## config.mk

```make
export PLATFORM = sky130hd
export DESIGN_NAME = wb_write_arbiter
export DESIGN_NICKNAME = d
export VERILOG_FILES = /design/src/rtl/wb_write_arbiter.sv
export SDC_FILE = /design/constraint.sdc
export NUM_CORES = 1
export LEC_CHECK = 0
export CAP_MARGIN = 20
export CORE_ASPECT_RATIO = 0.5
export CORE_MARGIN = 2
export CORE_UTILIZATION = 38
export CTS_BUF_LIST = sky130_fd_sc_hd__clkbuf_16
export CTS_CLUSTER_DIAMETER = 30
export CTS_CLUSTER_SIZE = 16
export DETAILED_ROUTE_END_ITERATION = 12
export GPL_TIMING_DRIVEN = 0
export PLACE_DENSITY = 0.78
export SYNTH_ARGS = -nofsm -noshare
export SYNTH_HDL_FRONTEND = slang
export SYNTH_SLANG_ARGS = --single-unit
```

## constraint.sdc

```tcl
create_clock -name clk -period 1.7 [get_ports clk]
set_clock_uncertainty 0.15 [all_clocks]
set_input_delay 0.34 -clock clk [delete_from_list [all_inputs] [get_ports clk]]
set_output_delay 0.34 -clock clk [all_outputs]
set_load 0.1 [all_outputs]
```

## src/rtl/wb_write_arbiter.sv

```systemverilog
// -----------------------------------------------------------------------------
// wb_write_arbiter
//
// Shares the single register file write port between two writeback
// requesters. Port A carries single-cycle ALU results, and port B carries
// load results from the multi-cycle memory path.
//
// Arbitration:
//   - A has priority.
//   - B is forced through once it has been blocked for STARVE_LIMIT
//     consecutive cycles.
//
// The winner is registered into one output stage that drives the register
// file write. Writes to register 0 are accepted but never enabled. A pending
// bitmap shows every register that has a write in flight, for hazard
// detection.
//
// Optional feature macro: WB_FWD_EN. When defined, it adds two combinational
// forwarding read ports that expose the output-stage value before the
// register file commits it.
//
// Ports:
//   clk, reset           clock; synchronous active-high reset
//   a_valid/a_ready      port A handshake (ready is combinational)
//   a_addr/a_data        port A destination register and data
//   b_valid/b_ready      port B handshake (ready is combinational)
//   b_addr/b_data        port B destination register and data
//   gp_we                register file write enable (output stage)
//   write_addr           register file write address (output stage)
//   write_data           register file write data (output stage)
//   pending              one bit per register with a write in flight
//   [WB_FWD_EN] rd_addr1/2 in; fwd_hit1/2 and fwd_data1/2 out
// -----------------------------------------------------------------------------
module wb_write_arbiter #(
    parameter int DATA_W       = 32,
    parameter int ADDR_W       = 5,
    parameter int STARVE_LIMIT = 4,
    parameter int CNT_W        = 4
) (
    input  logic                 clk,
    input  logic                 reset,
    input  logic                 a_valid,
    output logic                 a_ready,
    input  logic [ADDR_W-1:0]    a_addr,
    input  logic [DATA_W-1:0]    a_data,
    input  logic                 b_valid,
    output logic                 b_ready,
    input  logic [ADDR_W-1:0]    b_addr,
    input  logic [DATA_W-1:0]    b_data,
`ifdef WB_FWD_EN
    input  logic [ADDR_W-1:0]    rd_addr1,
    input  logic [ADDR_W-1:0]    rd_addr2,
    output logic                 fwd_hit1,
    output logic                 fwd_hit2,
    output logic [DATA_W-1:0]    fwd_data1,
    output logic [DATA_W-1:0]    fwd_data2,
`endif
    output logic                 gp_we,
    output logic [ADDR_W-1:0]    write_addr,
    output logic [DATA_W-1:0]    write_data,
    output logic [2**ADDR_W-1:0] pending
);

    // State holds the owner of the output stage for the current cycle.
    typedef enum logic [1:0] {IDLE, GNT_A, GNT_B} state_t;

    localparam logic [CNT_W-1:0] CNT_MAX = '1;
    localparam logic [CNT_W-1:0] LIMIT   = CNT_W'(STARVE_LIMIT);

    state_t             state;
    state_t             next_state;
    logic [CNT_W-1:0]   starve_cnt;
    logic [ADDR_W-1:0]  sel_addr;
    logic [DATA_W-1:0]  sel_data;

    // Grant decision. Both readies are held low during reset so that
    // nothing is accepted while the output stage is being cleared.
    always_comb begin
        next_state = IDLE;
        a_ready    = 1'b0;
        b_ready    = 1'b0;
        sel_addr   = '0;
        sel_data   = '0;
        if (!reset) begin
            if (b_valid && (!a_valid || starve_cnt >= LIMIT)) begin
                next_state = GNT_B;
                b_ready    = 1'b1;
                sel_addr   = b_addr;
                sel_data   = b_data;
            end else if (a_valid) begin
                next_state = GNT_A;
                a_ready    = 1'b1;
                sel_addr   = a_addr;
                sel_data   = a_data;
            end
        end
    end

    always_ff @(posedge clk) begin
        if (reset) state <= IDLE;
        else       state <= next_state;
    end

    // Counts consecutive cycles in which B waited without being served.
    always_ff @(posedge clk) begin
        if (reset)
            starve_cnt <= '0;
        else if (!b_valid || b_ready)
            starve_cnt <= '0;
        else if (starve_cnt != CNT_MAX)
            starve_cnt <= starve_cnt + 1'b1;
    end

    // The output stage loads on every grant. When nothing is granted, the
    // address and data hold their last values and only the enable drops.
    always_ff @(posedge clk) begin
        if (reset) begin
            write_addr <= '0;
            write_data <= '0;
        end else if (next_state != IDLE) begin
            write_addr <= sel_addr;
            write_data <= sel_data;
        end
    end

    // The enable is decoded purely from output-stage registers. A register-0
    // write occupies the stage but never reaches the register file.
    assign gp_we = (state != IDLE) && (write_addr != '0);

    always_comb begin
        pending = '0;
        for (int i = 1; i < 2**ADDR_W; i++) begin
            pending[i] = (a_valid && a_addr == ADDR_W'(i)) ||
                         (b_valid && b_addr == ADDR_W'(i)) ||
                         (gp_we && write_addr == ADDR_W'(i));
        end
    end

`ifdef WB_FWD_EN
    assign fwd_hit1  = gp_we && (write_addr == rd_addr1) && (rd_addr1 != '0);
    assign fwd_hit2  = gp_we && (write_addr == rd_addr2) && (rd_addr2 != '0);
    assign fwd_data1 = fwd_hit1 ? write_data : '0;
    assign fwd_data2 = fwd_hit2 ? write_data : '0;
`endif

endmodule

```

==> results <==
layout make-up:
| type | count | share of cell area |
|---|---|---|
| clock inverters | 3 | 0.00258 |
| inverters | 37 | 0.0196 |
| clock buffers | 5 | 0.0172 |
| multi-input cells | 244 | 0.435 |
| flip-flops and latches | 43 | 0.122 |
| plain buffers | 30 | 0.0428 |
| well taps | 112 | 0.0193 |
| repair buffers | 223 | 0.343 |
critical path: stages, from the launching register on:
cell and delay [ps]:
dfxtp_2 320, or3b_4 420, and2_4 200, buf_12 130, nor3b_4 230, buf_12 210
layer usage:
layer / routed length, microns / up-vias / track usage
li1: - / 1810 / -
met1: 7320 / 2188 / 0.397
met2: 9020 / 454 / 0.583
met3: 2250 / 182 / 0.0687
met4: 1750 / 0 / 0.180
met5: 0 / - / 0
power by group:
part	total, mW	internal, mW	switching, mW
Sequential	1.14	1.08	0.0595
Combinational	2.43	0.898	1.54
Clock	0.984	0.544	0.440
Yosys cell counts (4+ instances only):
master	count
nand3_1	10
o21ai_0	10
clkbuf_1	16
a211oi_2	28
o211ai_1	4
nand2_1	29
dfxtp_1	43
nor3b_1	5
nor2b_1	41
buf_2	11
a221oi_2	28
o221ai_1	18
nand2b_1	7
nor2_1	4
a211oi_1	7
a221oi_1	8
a22oi_1	7
inv_1	37
stage by stage:
step | util | area [sq um] | hold WS (ps) | worst slack [ps] | power, mW
floorplan | - | 3650 | 261 | -1280 | 2.41
global placement | 0.653 | 5260 | 273 | -2120 | 2.90
detailed placement | 0.653 | 5260 | 290 | -2120 | 2.91
CTS | 0.859 | 6930 | 228 | -565 | 4.26
global route | 0.903 | 7280 | 334 | -619 | 4.65
finish | 0.903 | 7280 | 315 | -597 | 4.56
repair_timing:
item                       CTS  global route
pin swaps                   55            51
setup endpoints to repair  112            90
setup buffers               54            20
resized for setup          594            93
gates cloned                 3             0
hold endpoints to repair     0             0
worst paths after layout:
check                           depth (start not counted)       endpoint           from  slack (ps)
worst max-delay path                                    5        a_ready  starve_cnt[2]        -600
worst min-delay path                                    1  starve_cnt[0]  starve_cnt[0]         310
worst max register to register                          8  write_data[1]  starve_cnt[2]        -400
worst min register to register                          1  starve_cnt[0]  starve_cnt[0]         310
cells by family (layout without fill, tap and decap cells):
logic type,after synthesis,count (layout),share of synthesized area
AO/OA/AOI/OAI,119,119,0.396
adder cells (fa/ha/maj),1,1,0.00395
buffers and inverters,70,298,0.0967
flip-flops,43,43,0.272
multiplexers,1,1,0.00316
other,1,2,0.00118
AND/OR/NAND/NOR,121,121,0.227
sequential cells by signal, indices dropped and copies added, names as in the netlist:
register    count
write_addr      5
starve_cnt      4
write_data     32
state           2
layout by cell type, fill, tap and decap left out, drive strengths merged, types with 3 or more instances in the layout:
cell	n
a211oi	35
dfxtp	43
a22oi	7
nand3	10
clkdlybuf4s15	17
clkdlybuf4s18	9
clkbuf	25
nor2b	41
buf	142
nand2b	7
o221ai	18
o211ai	4
o21ai	10
nor3b	5
inv	37
or3b	4
and4b	3
a221oi	36
clkdlybuf4s50	64
nor2	4
nand2	29
and4bb	3
==> results.py <==
metrics = {
    "clock_tree": {
        "root_buffer": "clkbuf_16",
        "cts_sinks": 43,
        "cts_tree": "done",
        "cts_buffers": 5,
        "clk_latency_ps": 290,
        "hold_buffers": 0,
        "clk_pin_slew_ps": 70,
        "h-tree-depth": 2,
        "clockBufferDepth": 2,
    },
    "cells_and_area": {
        "seqCellArea_sq_um": 885,
        "filler_cell_count": 262,
        "drive_gt1_frac": 0.602,
        "syn_to_final_growth_pct": 130,
        "antenna_cells": 0,
        "multi_input_area_sq_mm": 0.00316,
        "layout.cells.non_filler": 697,
        "layout.nets": 663,
    },
    "synth": {
        "yosys_warnings": 0,
        "synth_area_sq_mm": 0.00317,
        "synth_cell_types": 44,
        "synth_seq_area_share": 0.272,
        "synth_top_area_frac": 0.272,
        "synthFlopType": "dfxtp_1",
        "synth_edf_count": 0,
        "synth.avg_cell_area_sq_um": 8.90,
        "synthTopCellsByArea": "dfxtp_1, a221oi_2, a211oi_2",
        "syn_inst": 356,
        "synth_top_area_cell": "dfxtp_1",
        "async_flop_share": 0,
        "synth-seq-cells": 43,
    },
    "worst_setup_path": {
        "crit_type": "register to primary output",
        "worstSetupStartpointType": "register",
        "end_kind": "primary output",
        "cp.required_ps": 1210,
        "crit_path_max_fanout": 2,
        "arrival_ps": 1810,
    },
    "floorplan": {
        "core-area_sq_mm": 0.00806,
        "die_h_microns": 68.6,
        "ios": 150,
        "die-area_sq_mm": 0.00913,
        "floorplan.rows": 23,
        "die_w_microns": 133,
        "start_util": 0.393,
    },
    "global_route": {
        "grt_pass1_vias": 4153,
        "overflow": 0,
        "grt_first_pass_wirelength_mm": 23.3,
        "grt_max_degree": 15,
        "antenna_found_initial": 0,
        "grt_usage": 0.332,
    },
    "timing": {
        "hold_viol": 0,
        "final-setup-viol-count": 79,
        "drv_slew": 0,
        "rsz0062_at_grt": "true",
        "min_period_ps": 2300,
        "timing.final.ws_setup_ps": -597,
        "finalSetupTns_ps": -24030,
        "timing.fmax_mhz": 435,
        "slew_headroom": 0.423,
        "finalCritPeriodShare": 1.35,
        "tightest_slew_ps": 865,
    },
    "drt": {
        "wire_per_inst_microns": 29.2,
        "first_pass_iters": 6,
        "viasPerCell": 6.65,
        "post-route-drc-count": 0,
        "finalWirelength_mm": 20.3,
        "ant_nets": 0,
        "drt_iter0_drc": 543,
        "vias": 4634,
    },
    "power": {
        "ir_drop_uv": 614,
        "power.density_mw_per_mm2": 627,
        "leakagePower_nw": 2.82,
    },
    "place": {
        "port_buffers": 147,
        "hpwl_mm": 8.32,
        "dp.cells": 616,
        "gp_routability_congestion": 0.925,
    },
    "job": {
        "cap_violations": 0,
    },
    "run_status": {
        "outcome": "finished, violations left",
        "violations": "setup timing",
    },
    "min_path": {
        "holdCritPathClass": "register to register",
    },
}
(Power assumes the default switching activity.)
